## src/rtl/des_pkg.sv

```systemverilog
// des_pkg: scan-code constants, entry FSM encoding and digit-count type for the PS/2 hex loader
package des_pkg;
    localparam int CNT_W = 5;
    typedef logic [CNT_W-1:0] cnt_t;
    localparam cnt_t CNT_FULL = 5'd16;
    typedef enum logic [1:0] {MSG_ENTRY, KEY_ENTRY, DONE} state_t;
    localparam logic [7:0] SC_BREAK = 8'hF0;
    localparam logic [7:0] SC_EXT   = 8'hE0;
    localparam logic [7:0] SC_BKSP  = 8'h66;
    localparam logic [7:0] SC_ENTER = 8'h5A;
    localparam logic [7:0] SC_ESC   = 8'h76;
    // {is_hex, nibble} for a make code; non-hex codes return all zeros
    function automatic logic [4:0] hex_decode(input logic [7:0] code);
        case (code)
            8'h45: return 5'h10;
            8'h16: return 5'h11;
            8'h1E: return 5'h12;
            8'h26: return 5'h13;
            8'h25: return 5'h14;
            8'h2E: return 5'h15;
            8'h36: return 5'h16;
            8'h3D: return 5'h17;
            8'h3E: return 5'h18;
            8'h46: return 5'h19;
            8'h1C: return 5'h1A;
            8'h32: return 5'h1B;
            8'h21: return 5'h1C;
            8'h23: return 5'h1D;
            8'h24: return 5'h1E;
            8'h2B: return 5'h1F;
            default: return 5'h00;
        endcase
    endfunction
endpackage

```

## src/rtl/ps2_hex_loader_if.sv

```systemverilog
// ps2_hex_loader_if: PS/2 lines in, assembled words/counts/status out
//   master: keyboard side (drives keyclk/keydata, observes results)
//   slave:  loader side (samples keyclk/keydata, drives results)
interface ps2_hex_loader_if;
    import des_pkg::*;
    logic keyclk;
    logic keydata;
    logic [63:0] usermessage;
    logic [63:0] usercipher;
    cnt_t char_count_1;
    cnt_t char_count_2;
    logic refresh;
    logic inputComplete;
    modport master (output keyclk, keydata, input usermessage, usercipher, char_count_1, char_count_2, refresh, inputComplete);
    modport slave (input keyclk, keydata, output usermessage, usercipher, char_count_1, char_count_2, refresh, inputComplete);
endinterface

```

## src/rtl/ps2_rx.sv

```systemverilog
// ps2_rx: PS/2 frame receiver, one byte_valid pulse per clean 11-bit frame
//   keyclk/keydata: raw asynchronous PS/2 lines
//   byte_out/byte_valid: received data byte and its one-cycle strobe
module ps2_rx #(
    parameter int TIMEOUT_CYCLES = 50000
) (
    input  logic       clk,
    input  logic       rst,
    input  logic       keyclk,
    input  logic       keydata,
    output logic [7:0] byte_out,
    output logic       byte_valid
);
    localparam int TW = $clog2(TIMEOUT_CYCLES + 1);
    localparam logic [TW-1:0] TMAX = TW'(TIMEOUT_CYCLES - 1);
    logic [1:0] kc_s, kd_s;
    logic kc_prev;
    logic [3:0] cnt;
    logic [9:0] shr;
    logic [TW-1:0] tmo;
    logic fall;
    assign fall = kc_prev && !kc_s[1];
    // shr collects start, d0..d7, parity LSB-first; the stop bit is checked live
    always_ff @(posedge clk) begin
        if (rst) begin
            kc_s <= 2'b11;
            kd_s <= 2'b11;
            kc_prev <= 1'b1;
            cnt <= '0;
            shr <= '0;
            tmo <= '0;
            byte_out <= '0;
            byte_valid <= 1'b0;
        end else begin
            kc_s <= {kc_s[0], keyclk};
            kd_s <= {kd_s[0], keydata};
            kc_prev <= kc_s[1];
            byte_valid <= 1'b0;
            if (fall) begin
                tmo <= '0;
                if (cnt == 4'd10) begin
                    cnt <= '0;
                    if (!shr[0] && kd_s[1] && ^shr[9:1]) begin
                        byte_out <= shr[8:1];
                        byte_valid <= 1'b1;
                    end
                end else begin
                    cnt <= cnt + 1'b1;
                    shr <= {kd_s[1], shr[9:1]};
                end
            end else if (cnt != '0) begin
                tmo <= (tmo == TMAX) ? '0 : tmo + 1'b1;
                if (tmo == TMAX) cnt <= '0;
            end else begin
                tmo <= '0;
            end
        end
    end
endmodule

```

## src/rtl/ps2_hex_loader.sv

```systemverilog
// ps2_hex_loader: types a 16-digit plaintext then a 16-digit DES key over PS/2
//   clk/rst: system clock, synchronous active-high reset
//   bus (slave): keyclk/keydata in; usermessage, usercipher, char_count_1/2, refresh, inputComplete out
module ps2_hex_loader import des_pkg::*; #(
    parameter int TIMEOUT_CYCLES = 50000
) (
    input logic clk,
    input logic rst,
    ps2_hex_loader_if.slave bus
);
    logic [7:0] rx_byte;
    logic rx_valid;
    state_t state;
    logic skip, refresh, done;
    logic [63:0] msg, key, word, nw;
    cnt_t c1, c2, cnt, nc;
    logic is_hex, key_mode, go, dig_ok, bks_ok, edit, adv, esc;
    logic [3:0] nib;
    ps2_rx #(.TIMEOUT_CYCLES(TIMEOUT_CYCLES)) u_rx (
        .clk(clk),
        .rst(rst),
        .keyclk(bus.keyclk),
        .keydata(bus.keydata),
        .byte_out(rx_byte),
        .byte_valid(rx_valid)
    );
    // a byte following F0 or E0 is swallowed; prefixes themselves never act
    always_comb begin
        {is_hex, nib} = hex_decode(rx_byte);
        go = rx_valid && !skip && rx_byte != SC_BREAK && rx_byte != SC_EXT;
        key_mode = state == KEY_ENTRY;
        word = key_mode ? key : msg;
        cnt = key_mode ? c2 : c1;
        dig_ok = is_hex && cnt != CNT_FULL;
        bks_ok = rx_byte == SC_BKSP && cnt != '0;
        edit = go && state != DONE && (dig_ok || bks_ok);
        adv = go && state != DONE && rx_byte == SC_ENTER && cnt == CNT_FULL;
        esc = go && rx_byte == SC_ESC;
        nw = dig_ok ? {word[59:0], nib} : {4'h0, word[63:4]};
        nc = dig_ok ? cnt + 1'b1 : cnt - 1'b1;
    end
    always_ff @(posedge clk) begin
        if (rst) begin
            state <= MSG_ENTRY;
            skip <= 1'b0;
            msg <= '0;
            key <= '0;
            c1 <= '0;
            c2 <= '0;
            refresh <= 1'b0;
            done <= 1'b0;
        end else begin
            refresh <= edit || esc;
            if (rx_valid) skip <= !skip && (rx_byte == SC_BREAK || rx_byte == SC_EXT);
            if (esc) begin
                state <= MSG_ENTRY;
                msg <= '0;
                key <= '0;
                c1 <= '0;
                c2 <= '0;
                done <= 1'b0;
            end else if (edit && key_mode) begin
                key <= nw;
                c2 <= nc;
            end else if (edit) begin
                msg <= nw;
                c1 <= nc;
            end else if (adv) begin
                state <= key_mode ? DONE : KEY_ENTRY;
                done <= key_mode;
            end
        end
    end
    assign bus.usermessage = msg;
    assign bus.usercipher = key;
    assign bus.char_count_1 = c1;
    assign bus.char_count_2 = c2;
    assign bus.refresh = refresh;
    assign bus.inputComplete = done;
endmodule

```

## src/flat_wrapper.sv

```systemverilog
// flat-port wrapper written by rule: the top's interface ports become plain ports
module ps2_hex_loader_flat import des_pkg::*;
#(
    parameter int TIMEOUT_CYCLES = 50000
)
  (clk, rst, bus_keyclk, bus_keydata, bus_usermessage, bus_usercipher, bus_char_count_1, bus_char_count_2, bus_refresh, bus_inputComplete);
  ps2_hex_loader_if bus_i ();
  input logic clk;
  input logic rst;
  input wire logic [$bits(bus_i.keyclk)-1:0] bus_keyclk;
  input wire logic [$bits(bus_i.keydata)-1:0] bus_keydata;
  output wire logic [$bits(bus_i.usermessage)-1:0] bus_usermessage;
  output wire logic [$bits(bus_i.usercipher)-1:0] bus_usercipher;
  output wire logic [$bits(bus_i.char_count_1)-1:0] bus_char_count_1;
  output wire logic [$bits(bus_i.char_count_2)-1:0] bus_char_count_2;
  output wire logic [$bits(bus_i.refresh)-1:0] bus_refresh;
  output wire logic [$bits(bus_i.inputComplete)-1:0] bus_inputComplete;
  assign bus_i.keyclk = bus_keyclk;
  assign bus_i.keydata = bus_keydata;
  assign bus_usermessage = bus_i.usermessage;
  assign bus_usercipher = bus_i.usercipher;
  assign bus_char_count_1 = bus_i.char_count_1;
  assign bus_char_count_2 = bus_i.char_count_2;
  assign bus_refresh = bus_i.refresh;
  assign bus_inputComplete = bus_i.inputComplete;
  ps2_hex_loader #(.TIMEOUT_CYCLES(TIMEOUT_CYCLES)) u_core (.clk(clk), .rst(rst), .bus(bus_i));
endmodule
```

## config.mk

```make
export PLATFORM = sky130hd
export DESIGN_NAME = ps2_hex_loader_flat
export DESIGN_NICKNAME = d
export VERILOG_FILES = /design/src/rtl/des_pkg.sv /design/src/rtl/ps2_hex_loader_if.sv /design/src/rtl/ps2_rx.sv /design/src/rtl/ps2_hex_loader.sv /design/src/flat_wrapper.sv
export SDC_FILE = /design/constraint.sdc
export NUM_CORES = 1
export LEC_CHECK = 0
export CAP_MARGIN = 20
export CORE_UTILIZATION = 41
export DETAILED_ROUTE_END_ITERATION = 10
export MAX_ROUTING_LAYER = met4
export PLACE_DENSITY_LB_ADDON = 0.2
export SLEW_MARGIN = 0
export SYNTH_ARGS = -nofsm -noshare
export SYNTH_HDL_FRONTEND = slang
export SYNTH_HIERARCHICAL = 1
export SYNTH_SLANG_ARGS = --single-unit
```

## constraint.sdc

```tcl
create_clock -name clk -period 3.4 [get_ports clk]
set_clock_uncertainty 0.05 [all_clocks]
set_input_delay 0.68 -clock clk [delete_from_list [all_inputs] [get_ports clk]]
set_output_delay 0.68 -clock clk [all_outputs]
set_load 0.02 [all_outputs]
```

=== Word-level counts from Yosys, hierarchy flattened ===
Cells that the tools add are included.

* Register bits after elaboration: 187
* Bits of input ports: 4
* Output and inout port bits: 140
* Logic and storage cells: 99

* Add/subtract/negate cells: 4
* Eq/ne operators: 29
* Multiplexer cells: 11
* Bitwise logic cells: 5
* Reductions and logical operators: 34

{| class="wikitable"
|+ Operators with widths
! kind !! number
|-
| $mux 64 || 2
|-
| $eq 8x6->1 const B || 11
|-
| $pmux 5 s16 || 1
|-
| $eq 8x7->1 const B || 5
|-
| $eq 8x5->1 const B || 3
|-
| $add 16x1->16 const B || 1
|-
| $eq 16x16->1 const B || 1
|-
| $eq 8x8->1 const B || 2
|-
| $mux 4 || 4
|-
| $ne 8x8->1 const B || 2
|-
| $logic_and 1x1->1 || 15
|-
| $mux 5 || 2
|-
| $reduce_xor 9->1 || 1
|-
| $reduce_and 2->1 || 3
|-
| $reduce_and 3->1 || 2
|-
| $add 5x1->5 const B || 1
|-
| $eq 5x5->1 const B || 1
|-
| $ne 5x5->1 const B || 1
|-
| $not 1->1 || 5
|-
| $reduce_bool 5->1 || 1
|-
| $sub 5x1->5 const B || 1
|-
| $add 4x1->4 const B || 1
|-
| $eq 4x4->1 const B || 1
|-
| $reduce_bool 2->1 || 2
|-
| other kinds (10) || 14
|}

=== Depth between registers and ports, before layout ===
* Depth in word-level cells: 9
* Mapped depth: 14
* Depth with buffers taken out: 10

=== Modules after synthesis ===
Netlist, hierarchy kept.

{| class="wikitable"
|+ Modules (own cells, without submodules)
! module !! times used !! cells each !! area an instance (µm²) !! seq. area each (µm²)
|-
| ps2_hex_loader || 1 || 732 || 7,215.7 || 2,842.7
|-
| ps2_rx || 1 || 209 || 1,931.9 || 880.8
|}

=== Least setup slack after synthesis ===
No wires, ideal clock.

* Path type: reg2reg
* From: reg u_core.state[1]
* To: reg u_core.c1[4], in the netlist u_core/bus.char_count_1[4]
* Setup time: 0.075 ns
* Data arrival time: 3.418 ns
* Required time: 3.275 ns
* Path slack: -0.143 ns
* Cell stages (with the launch flop): 15
* Buffers on the path: 4
* Clock period less this slack: 3.543 ns
* Cells stage by stage: dfxtp_1 > nand2b_1 > buf_4 > mux2i_2 > nor3_2 > a31o_1 > buf_2 > buf_2 > buf_2 > xor2_1 > ha_1 > o31a_1 > mux2_2 > a221o_1 > o22ai_1

* Cells in the longest elaborated chain, start to end: 9

{| class="wikitable"
|+ RTL lines
! item !! RTL line !! RTL
|-
| from (decl) || ps2_hex_loader.sv:13 || <nowiki>state_t state;</nowiki>
|-
| from (signal assigned) || ps2_hex_loader.sv:69 || <nowiki>state <= key_mode ? DONE : KEY_ENTRY;</nowiki>
|-
| branches (longest 9 deep; another with $sub 5x1->5) || n/a ||
|-
| to (signal assigned) || ps2_hex_loader.sv:67 || <nowiki>c1 <= nc;</nowiki>
|-
| to (decl) || ps2_hex_loader.sv:16 || <nowiki>cnt_t c1, c2, cnt, nc;</nowiki>
|}

Parallel ways; which one is timed is not known.
A chain may end at the register's enable or synchronous reset.

=== Worst setup path after layout ===
* From: reg u_core.u_rx.byte_out[6]
* To: reg u_core.c1[4], in the netlist u_core/bus.char_count_1[4]

* Cells in the longest elaborated chain, start to end: 8

{| class="wikitable"
|+ RTL lines
! item !! RTL line !! RTL
|-
| from (decl) || ps2_rx.sv:11 || <nowiki>output logic [7:0] byte_out,</nowiki>
|-
| from (signal assigned) || ps2_rx.sv:44 || <nowiki>byte_out <= shr[8:1];</nowiki>
|-
| $eq 8x6->1, or another cell as far along || des_pkg.sv:14 || <nowiki>case (code)</nowiki>
|-
| $pmux 5 s16 / $logic_and 1x1->1 (equally long branches) || des_pkg.sv:14, ps2_hex_loader.sv:30 ||
|-
| $logic_and 1x1->1 (on tied branches) || ps2_hex_loader.sv:34, ps2_hex_loader.sv:30 ||
|-
| $logic_or 1x1->1 / $logic_and 1x1->1 (equally long branches) || ps2_hex_loader.sv:36 || <nowiki>edit = go && state != DONE && (dig_ok || bks_ok);</nowiki>
|-
| $logic_and 1x1->1 || ps2_hex_loader.sv:36 ||
|-
| $logic_and 1x1->1 || ps2_hex_loader.sv:62 || <nowiki>end else if (edit && key_mode) begin</nowiki>
|-
| $not 1->1 (no line) || n/a ||
|-
| $reduce_and 2->1 (no line) || n/a ||
|}

Several ways; a longest one is shown, not always the timed one.

==> results.py <==
metrics = {
    "outcome": {
        "outcome": "completed",
    },
    "logic_synthesis": {
        "synth.top_cell.area_share_pct": 40.71,
        "synth_flop_cell": "dfxtp_1",
        "synth.area.top_cells": "dfxtp_1 (41%), mux2i_1 (17%), a211oi_2 (7.4%), nor2_1 (6.9%), a211oi_1 (4.6%)",
        "share_of_the_yosys_chip_area_belonging_to_registers_pct": 40.71,
        "synth_largest_area_cell": "dfxtp_1",
        "yosysUniqueCellTypes": 69,
        "syn-mean-instance-area_um2": 9.721,
        "synth.yosys.warnings": 6,
        "ys_ff_latch": 186,
        "number_of_flops_mapped_to_enable_cells_by_yosys": 0,
        "synth_nets": 951,
        "synthesis.area_um2": 9148,
        "synthCells": 941,
        "async_reset_ff_share_pct": 0,
    },
    "finish": {
        "insertedDiodeCount": 0,
        "design.final.nets": 1071,
        "layout-drive-gt1-share_pct": 13.81,
        "flow.area_growth_from_synthesis_pct": 25.50,
        "mostFrequentLayoutCell": "dfxtp_1",
        "most-common-layout-cells": "dfxtp_1 (183), nor2_1 (168), mux2i_1 (157)",
        "filler_cell_count_in_the_final_layout": 2023,
    },
    "routing": {
        "detailroute.via_count": 7191,
        "ant_nets": 0,
        "detailedRoute.firstPassIterationCount": 4,
        "totalWireLength_um": 21990,
        "drc": 0,
        "wl_per_cell_um": 16.26,
        "vias_per_cell": 5.319,
        "first_iter_violations": 319,
    },
    "worst_setup_path": {
        "worstPathRequired_ns": 3.70,
        "worstPathArrival_ns": 3.51,
        "timing.critical_path.cells": "nor2b_1 > a31oi_1 > o41a_1 > a31o_4 > xor2_1 > ha_2 > o31a_1 > mux2_2 > a221o_1 > o22ai_1",
        "setup.worst_path.class": "reg2reg",
        "setup_crit_end_kind": "flip-flop",
        "crit_path_max_incr_delay_ns": 0.50,
        "crit_fanout": 9,
        "critical_path.startpoint_type": "flip-flop",
        "crit_path_top_delay_cell": "dfxtp_1",
    },
    "global_routing": {
        "leftover_overflow_at_the_end_of_global_routing": 0,
        "initial_antenna_violation_count": 0,
        "pin_count_of_the_biggest_net_entering_global_routing": 51,
        "grt_pass1_wl_um": 34420,
        "track_usage_pct": 19.65,
        "first_global_vias": 6323,
    },
    "cts": {
        "postCtsSetupBuffers": 0,
        "cts_inserted_buffers": 17,
        "clock_pin_slew_of_the_registers_on_the_worst_case_setup_and_hold_paths_ns": 0.07,
        "clock-sinks": 186,
        "clock_tree.htree_level_count": 4,
        "worstSkewPairLatency_ns": 0.43,
        "library_cell_used_as_clock_root_buffer": "clkbuf_16",
        "tritoncts": "yes",
        "cts-hold-fix-buffers": 0,
        "clk_path_buf_depth": 2,
    },
    "placement": {
        "port-buffer-count": 143,
        "detailedPlacementHpwl_um": 15350,
        "gp_routability_congestion": 0.8443,
    },
    "timing": {
        "finalHoldViolCount": 0,
        "final.hold.worst_slack_ns": 0.3625,
        "setup_tns_ns": 0,
        "rsz0062_at_grt": "false",
        "maxSlewHeadroom_pct": 36.59,
        "timing.final.crit_share_pct": 94.47,
        "final.min_clock_period_ns": 3.212,
        "worst_slew_pin_slew_ns": 0.9477,
        "timing.fmax_mhz": 311.3,
        "final-max-slew-violation-count": 0,
        "finalSetupViolations": 0,
    },
    "floorplan": {
        "floorplan.die.height_um": 151.4,
        "die_span_x_um": 151.4,
        "die_area_um2": 22910,
        "core_um2": 21820,
        "floorplan.initialDensity_pct": 41.92,
        "pin_count": 144,
        "std_cell_rows": 54,
    },
    "power": {
        "p_per_area_nw_per_um2": 356.9,
        "vdd_ir_drop_max_mv": 0.3219,
        "report.power.total_w": 0.004097,
        "cellLeakagePower_nw": 4.239,
    },
    "hold_path": {
        "worstHoldPathType": "reg2reg",
    },
    "run": {
        "cap_violations": 0,
    },
}
-- cell type report --
cell class | count | area (um^2) | share of cell area [%]
Sequential cell | 186 | 3727 | 32.47
Timing Repair Buffer | 175 | 1822 | 15.87
Inverter | 8 | 30.03 | 0.2616
Clock buffer | 19 | 442.9 | 3.858
Clock inverter | 11 | 87.58 | 0.7629
Tap cell | 280 | 350.3 | 3.052
Multi-Input combinational cell | 673 | 5020 | 43.73
-- cells in the mapped netlist (7+ instances only) --
library cell / n
buf_6: 14
clkbuf_1: 27
nand3_1: 14
a21oi_1: 24
mux2i_1: 157
xor2_1: 13
nor3_1: 8
a211oi_2: 54
nand2b_1: 21
buf_2: 24
xnor2_1: 10
a211oi_1: 56
dfxtp_1: 186
nor2b_1: 8
nand2_1: 36
nor2_1: 168
a31oi_1: 7
-- repair_timing --
action / CTS / global route
endpoints found under the setup margin: 0 / 3
hold endpoints to repair: 0 / 0
gates resized for setup: 0 / 4
-- power by group --
part           switching (W)  internal, W
Combinational      0.0000518    0.0000219
Clock               0.000879     0.000960
Sequential        0.00000291      0.00218
-- routing by layer --
metal	track usage (%)	wire, um
met5	-	0
met4	5.550	210
met3	3.072	837
met2	28.01	9601
met1	28.37	11340
-- kinds of logic (layout without fill, tap and decap cells) --
family	count (synthesis)	after routing	share of synthesized area [%]
adder cells (fa/ha/maj)	6	6	0.8207
multiplexers	165	165	18.34
AND/OR/NAND/NOR	306	306	15.87
AO/OA/AOI/OAI	171	171	16.56
buffers and inverters	82	213	5.006
XOR/XNOR	25	25	2.694
flip-flops	186	186	40.71
-- sequential cells by signal, indices dropped and copies added, names as in the netlist, 4 cells and up --
name	count
u_core/bus.usercipher	64
u_core/bus.char_count_2	5
u_core/bus.char_count_1	5
u_core/u_rx/byte_out	8
u_core/u_rx/tmo	16
u_core/u_rx/cnt	4
u_core/bus.usermessage	64
u_core/u_rx/shr	10
-- worst max-delay path, delay by kind of cell (launching register included) --
kind | cells | cell delay, ns
AND/OR/NAND/NOR | 1 | 0.26
adder cells (fa/ha/maj) | 1 | 0.21
XOR/XNOR | 1 | 0.16
flip-flops | 1 | 0.50
AO/OA/AOI/OAI | 6 | 1.70
multiplexers | 1 | 0.26
-- through the flow --
step	worst slack, ns	instance area, um^2	cells	util, %
finish	0.1879	11480	1352	52.60
global route	0.005215	11480	1352	52.60
CTS	0.1534	11470	1352	52.56
detailed placement	0.1792	10940	1322	50.13
global placement	0.2427	10940	1322	50.13
floorplan	0.01712	9170	941	-
-- path summary, 6_finish.rpt --
check	start	endpoint	slack (ns)	cells past startpoint
max	u_core/u_rx/byte_out[6]	u_core/bus.char_count_1[4]	0.19	10
min	u_core/u_rx/kd_s[0]	u_core/u_rx/kd_s[1]	0.36	1
max reg2reg	u_core/u_rx/byte_out[6]	u_core/bus.char_count_1[4]	0.19	10
min reg2reg	u_core/u_rx/kd_s[0]	u_core/u_rx/kd_s[1]	0.36	1
(Power assumes the default switching activity.)
